===== config.mk =====
export PLATFORM = sky130hd
export DESIGN_NAME = mac_load_controller
export DESIGN_NICKNAME = d
export VERILOG_FILES = /design/src/rtl/mac_load_controller.sv
export SDC_FILE = /design/constraint.sdc
export NUM_CORES = 1
export LEC_CHECK = 0
export CAP_MARGIN = 25
export CORE_ASPECT_RATIO = 2
export CORE_MARGIN = 2
export CORE_UTILIZATION = 46
export CTS_CLUSTER_DIAMETER = 120
export DETAILED_ROUTE_END_ITERATION = 16
export GPL_TIMING_DRIVEN = 0
export PLACE_DENSITY = 0.79
export SLEW_MARGIN = 20
export SYNTH_ARGS = -nofsm -noshare
export SYNTH_HDL_FRONTEND = slang
export SYNTH_SLANG_ARGS = --single-unit

===== constraint.sdc =====
create_clock -name clk -period 2 [get_ports clk]
set_input_delay 0.4 -clock clk [delete_from_list [all_inputs] [get_ports clk]]
set_output_delay 0.4 -clock clk [all_outputs]
set_load 0.02 [all_outputs]

===== src/rtl/mac_load_controller.sv =====
// Load/run sequencer for the synapse MAC: byte-serial fill of the weight and spike vectors, one-shot sampling of the MAC sum.
// Optional MAC_ACCUMULATE_EN: COMPUTE accumulates with signed saturation and CLEAR zeroes the result.
module mac_load_controller #(
  parameter int N_STAGE = 6,
  parameter int BUS_W   = 8,
  parameter int ACC_W   = 16
) (
  input  logic                 clk,
  input  logic                 rst_n,
  input  logic [1:0]           cmd,
  input  logic                 cmd_valid,
  output logic                 cmd_ready,
  input  logic [BUS_W-1:0]     data_in,
  input  logic                 data_valid,
  output logic                 data_ready,
  output logic [2**N_STAGE-1:0] w_out,
  output logic [2**N_STAGE-1:0] x_out,
  input  logic [N_STAGE+1:0]   mac_sum,
  output logic [ACC_W-1:0]     result,
  output logic                 result_valid,
  output logic                 busy
);
  localparam int N     = 2**N_STAGE;
  localparam int BEATS = N / BUS_W;
  localparam int CNT_W = (BEATS > 1) ? $clog2(BEATS) : 1;

  localparam logic [1:0] CMD_CLEAR  = 2'b00;
  localparam logic [1:0] CMD_LOAD_W = 2'b01;
  localparam logic [1:0] CMD_LOAD_X = 2'b10;
  localparam logic [1:0] CMD_RUN    = 2'b11;

  typedef enum logic [1:0] {S_IDLE, S_LOAD_W, S_LOAD_X, S_COMPUTE} state_e;

  state_e                    state_q, state_d;
  logic [CNT_W-1:0]          cnt_q, cnt_d;
  logic [N-1:0]              w_q, x_q;
  logic [BEATS-1:0]          wr_w, wr_x;
  logic signed [ACC_W-1:0]   result_q, result_d;
  logic                      rvld_q;
  logic signed [ACC_W-1:0]   ms_ext;

  assign ms_ext = ACC_W'($signed(mac_sum));

  always_comb begin
    state_d    = state_q;
    cnt_d      = cnt_q;
    cmd_ready  = 1'b0;
    data_ready = 1'b0;
    wr_w       = '0;
    wr_x       = '0;
    case (state_q)
      S_IDLE: begin
        cmd_ready = 1'b1;
        if (cmd_valid) begin
          case (cmd)
            CMD_LOAD_W: begin state_d = S_LOAD_W; cnt_d = '0; end
            CMD_LOAD_X: begin state_d = S_LOAD_X; cnt_d = '0; end
            CMD_RUN:    state_d = S_COMPUTE;
            CMD_CLEAR:  state_d = S_IDLE;
            default:    state_d = S_IDLE;
          endcase
        end
      end
      S_LOAD_W, S_LOAD_X: begin
        data_ready = 1'b1;
        if (data_valid) begin
          if (state_q == S_LOAD_W) wr_w[cnt_q] = 1'b1;
          else                     wr_x[cnt_q] = 1'b1;
          if (cnt_q == CNT_W'(BEATS-1)) begin
            state_d = S_IDLE;
            cnt_d   = '0;
          end else begin
            cnt_d = cnt_q + CNT_W'(1);
          end
        end
      end
      S_COMPUTE: state_d = S_IDLE;
      default:   state_d = S_IDLE;
    endcase
  end

`ifdef MAC_ACCUMULATE_EN
  // One extra bit catches signed overflow; clamp instead of wrapping.
  logic signed [ACC_W:0] acc_sum;
  assign acc_sum = {result_q[ACC_W-1], result_q} + {ms_ext[ACC_W-1], ms_ext};

  always_comb begin
    result_d = result_q;
    if (state_q == S_COMPUTE) begin
      if (acc_sum[ACC_W] != acc_sum[ACC_W-1])
        result_d = acc_sum[ACC_W] ? {1'b1, {(ACC_W-1){1'b0}}} : {1'b0, {(ACC_W-1){1'b1}}};
      else
        result_d = acc_sum[ACC_W-1:0];
    end else if (state_q == S_IDLE && cmd_valid && cmd == CMD_CLEAR) begin
      result_d = '0;
    end
  end
`else
  always_comb begin
    result_d = result_q;
    if (state_q == S_COMPUTE) result_d = ms_ext;
  end
`endif

  always_ff @(posedge clk) begin
    if (!rst_n) begin
      state_q  <= S_IDLE;
      cnt_q    <= '0;
      w_q      <= '0;
      x_q      <= '0;
      result_q <= '0;
      rvld_q   <= 1'b0;
    end else begin
      state_q  <= state_d;
      cnt_q    <= cnt_d;
      result_q <= result_d;
      rvld_q   <= (state_q == S_COMPUTE);
      for (int k = 0; k < BEATS; k++) begin
        if (wr_w[k]) w_q[k*BUS_W +: BUS_W] <= data_in;
        if (wr_x[k]) x_q[k*BUS_W +: BUS_W] <= data_in;
      end
    end
  end

  assign w_out        = w_q;
  assign x_out        = x_q;
  assign result       = result_q;
  assign result_valid = rvld_q;
  assign busy         = (state_q != S_IDLE);
endmodule


======== After elaboration in Yosys (flattened, before gate mapping) ========
Index checks and enable logic that the tools add are counted.
cells by class
  $add $sub $neg .......................... 1
  $mul .................................... 0
  divide/modulo/power cells ............... 0
  $lt $le $gt $ge ......................... 2
  eq/ne operators ......................... 11
  shift-type cells ........................ 0
  mux-type cells .......................... 20
  bitwise gates (word level) .............. 0
  reductions and logical operators ........ 9
operators by type and width
  operator             number
  $mux 8               6
  $mux 3               4
  $eq 2x2->1 const B   4
  $ne 2x2->1 const B   4
  $pmux 2 s4           1
  $mux 2               3
  $pmux 2 s3           1
  $pmux 3 s2           1
  $eq 2x1->1 const B   2
  $logic_not 2->1      2
  $lt 3x4->1 const B   1
  $reduce_and 4->1     1
  $reduce_bool 2->1    2
  $reduce_or 2->1      2
  $add 3x1->3 const B  1
  $demux 1 s3          1
  $eq 3x3->1 const B   1
  $ge 3x1->1 const B   1
  $mux 1               3
  $reduce_and 3->1     1
  $logic_and 1x1->1    1
word-level totals
  bits in registers ....................... 142
  latch bits .............................. 0
  bits in writable memories ............... 0
  ROM bits ................................ 0
  output and inout port bits .............. 148
  memories ................................ 0

======== Longest topological paths before layout ========
  word-level depth ........................ 7
  mapped depth ............................ 7
  depth with buffers taken out ............ 5

======== Worst setup path after synthesis ========
OpenSTA, ideal clock, no wires.
  path kind ............................... register to register
  from .................................... reg state_q[0]
  to ...................................... reg w_q[0] (netlist: w_out[0])
  library setup time ...................... 132 ps
  arrival ................................. 1834 ps
  required time ........................... 1868 ps
  setup slack ............................. 33 ps
  cell stages (with the launch flop) ...... 8
  period minus slack after synthesis ...... 1967 ps
  cell sequence ........................... dfxtp_1 -> inv_1 -> ha_1 -> buf_4 -> nand4b_1 -> or3_1 -> buf_2 -> mux2i_1
between the ends
  longest elaborated chain between the ends .. 4
  elaborated cells between the ends (all ways) .. 6
  those cells by class .................... eq/ne: 2; mux: 3; reduce/logical: 1
ends and longest elaborated chain
  item                             line    source
  from (decl)                      34      state_e state_q, state_d;
  from (signal assigned)           114     state_q <= state_d;
  $eq 2x1->1                       51, 67
  $mux 8                           67      if (state_q == S_LOAD_W) wr_w[cnt_q] = 1'b1;
  $mux 8                           66      if (data_valid) begin
  $mux 8 (*)                       51      case (state_q)
  to (signal, indexed assignment)  119     if (wr_w[k]) w_q[k*BUS_W +: BUS_W] <= data_in;
  to (decl)                        36      logic [N-1:0] w_q, x_q;
Every way passes the cells marked *; elsewhere a longest branch is shown, timed or not.
A chain may end at the register's enable or synchronous reset.

======== Worst setup path in the final report ========
  from .................................... reg state_q[1]
  to ...................................... out data_ready
between the ends
  longest elaborated chain between the ends .. 3
  elaborated cells between the ends (all ways) .. 4
  those cells by class .................... eq/ne: 2; mux: 1; reduce/logical: 1
ends and longest elaborated chain
  item                                             line  source
  $eq 2x1->1 / $eq 2x2->1 (equally long branches)  51
  $reduce_or 2->1 (*)                              51
  $mux 1 (*)                                       51
  to (decl)                                        15    output logic data_ready,
Marked as above.

==> run_results.csv <==
group,metric,value,unit
outcome,run_status,"completed",
sta,fin_crit_sh,0.975,
floorplanning,start_util,0.467,
yosys,syn_area_per_cell,10.3,sq um
clocking,cts_hold_buf,0,
finish,drive_gt1_frac,0.0922,
finish,seqCellArea,2850,sq um
floorplanning,die_h,157,um
floorplanning,ios,170,
yosys,syn-cell-area,5400,sq um
yosys,seq_area_frac_synth,0.526,
sta,drv_slew,0,
clocking,cts.sinks,142,
critical_path,path_class,"register to output port",
placement,io_buffers,169,
critical_path,end_kind,"output port",
finish,antenna_cells,0,
sta,clock_skew,0.00611,ns
placement,hpwlAfterDp,9940,um
placement,dp_slack,-0.363,ns
finish,finalInstanceArea,7950,sq um
power,cellLeakagePower,3.20,nW
flow_run,cap_violations,0,
sta,tightest_slew,0.714,ns
floorplanning,core_area,11600,sq um
floorplanning,dieArea,12700,sq um
yosys,synth_area_leaders,"dfxtp_1 53%, mux2i_1 26%, nand2_1 10%",
clocking,clkSlewWorstSetupHoldPaths,0.06,ns
sta,finalHoldViolCount,0,
grt,grt-ovfl-total,0,
drt,via_count,4363,
critical_path,required,1.60,ns
drt,met2_length,6970,um
sta,max_freq,513,MHz
finish,fillers,914,
floorplanning,die_width,80.6,um
grt,grt_max_degree,17,
placement,dpl-instance-area,7270,sq um
finish,areaGrowthSynthToFinish,47.3,%
yosys,syn_inst,523,
power,vdd_ir_drop_max,0.598,mV
drt,drt_iter0_markers,176,
yosys,ys_ff_latch,142,
critical_path,worstPathArrival,1.55,ns
yosys,yosysWarnings,0,
yosys,ys_types,25,
clocking,cts-buffers-inserted,17,
drt,drcViolationCount,0,
drt,dr_wl_met3,1320,um
sta,period_needed,1.95,ns
clocking,cts_tree,"yes",
drt,wl_met1,6030,um
worst_hold_path,holdPathStages,2,
critical_path,worstSetupStartpointType,"register",
grt,grt_pass1_vias,4492,
drt,via_per_inst,5.00,
yosys,synth_top_area_frac,0.526,
critical_path,cp_max_fo,3,
sta,finalSetupViolCount,0,
drt,routed_wl,14500,um
drt,wl_per_cell,16.6,um
sta,holdWs,0.458,ns
finish,multi_input_area,2380,sq um
grt,grt_pass1_wl,23000,um
drt,ant_nets,0,
drt,top_layer,"met4",
placement,place_congestion,0.841,
power,total_power,6.53,mW
grt,antenna_found_initial,0,
clocking,cts_root_buf,"clkbuf_16",
worst_hold_path,worstHoldPathType,"register to register",
power,p_per_area,821,nW/um^2
drt,firstDrtPassIters,4,
yosys,syn-num-nets,554,
clocking,clk_latency,0.42,ns
finish,fin_nets,745,
finish,utilization,0.688,
critical_path,r2r_cells,7,
clocking,clk_path_buf_depth,2,
sta,setup_ws,0.0494,ns
floorplanning,rows,56,
clocking,h-tree-depth,4,
sta,maxSlewHeadroom,0.524,
yosys,yosysTopAreaCell,"dfxtp_1",
grt,grtUsageTotal,0.237,
-- flip-flops by register name, indices dropped and copies added, names as in the netlist --
name and flops:
w_out 64, result_valid 1, state_q 2, cnt_q 3
x_out 64, result 8
-- synth_stat cells --
master / n
nand3b_1: 1
nand2b_1: 5
a21oi_1: 1
buf_1: 5
and2_1: 1
buf_4: 9
ha_1: 9
nand3_1: 2
dfxtp_1: 142
nand4b_1: 2
a2bb2oi_1: 1
inv_1: 6
nor2_1: 1
nand2_1: 144
o2111ai_1: 1
clkbuf_1: 18
nand4bb_1: 1
nor2_2: 9
mux2i_1: 142
nor2b_1: 9
or3_1: 2
and4bb_2: 1
o211ai_1: 1
nand4_1: 1
buf_2: 9
-- routing by layer --
metal,up-vias,GRT usage
met1,2075,0.292
met5,-,0
met3,11,0.0877
met4,0,0.0630
li1,2109,-
met2,168,0.390
-- critical path, cell delays in order, from the launching register on --
cell and delay [ns]:
dfxtp_1 0.36, inv_1 0.09, ha_1 0.33, dlygate4sd2_1 0.36
-- worst paths after layout --
kind | start | to | slack [ns]
hold reg to reg | w_out[14]$_SDFFE_PN0P_ | w_out[14]$_SDFFE_PN0P_ | 0.46
hold / removal | w_out[14]$_SDFFE_PN0P_ | w_out[14]$_SDFFE_PN0P_ | 0.46
setup reg to reg | state_q[1]$_SDFFE_PN0P_ | x_out[45]$_SDFFE_PN0P_ | 0.07
setup / recovery | state_q[1]$_SDFFE_PN0P_ | data_ready | 0.05
-- stage by stage --
step | cells | TNS (ns)
global placement | 837 | -32.39
finish | 872 | 0
detailed placement | 837 | -36.86
CTS | 871 | -1.11
global route | 872 | -0.00108
floorplan | 523 | 0
-- where the power goes --
part | leakage [nW] | switching, mW | total (mW) | internal, mW
Sequential | 1.14 | 0.0274 | 2.89 | 2.86
Clock | 0.286 | 1.29 | 3.15 | 1.86
Combinational | 1.77 | 0.293 | 0.496 | 0.203
Total | 3.20 | 1.61 | 6.53 | 4.92
-- cells by family (layout without fill, tap and decap cells) --
logic type      Yosys count  after routing  synth area share
compound gates            4              4           0.00556
fa+ha+maj                 9              9            0.0209
buf+inv                  47            251            0.0410
flops                   142            142             0.526
mux                     142            142             0.263
simple gates            179            179             0.143
-- layout by cell type (no fill, tap or decap), drive strengths merged --
cell type and instances:
clkdlybuf4s50 159, nand2 144, mux2i 142, dfxtp 142, clkbuf 36, buf 26, inv 11, nor2 10
nor2b 9, ha 9, dlymetal6s2s 7, clkinv 6, nand2b 5, nand4b 2, or3 2, nand3 2
bufinv 2, clkinvlp 2, dlygate4sd2 2, nand4 1, and4bb 1, nand3b 1, o211ai 1, a2bb2oi 1
a21oi 1, nand4bb 1, and2 1, o2111ai 1
-- area by class of cell --
class | instances | area share
buffer | 41 | 0.0264
clock buffer | 17 | 0.0535
clock inverter | 15 | 0.0205
inverter | 6 | 0.00283
multi-input combinational | 334 | 0.299
sequential | 142 | 0.358
tap | 145 | 0.0228
timing repair buffer | 172 | 0.217
-- timing repair --
| item | 4_1_cts | 5_1_grt |
|---|---|---|
| endpoints found under the setup margin | 95 | 118 |
| gates resized for setup | 10 | 18 |
| pin swaps | 1 | 0 |
| gates cloned | 0 | 0 |
| buffers inserted | 2 | 1 |
Note: power is estimated with default switching activity, not from simulation.
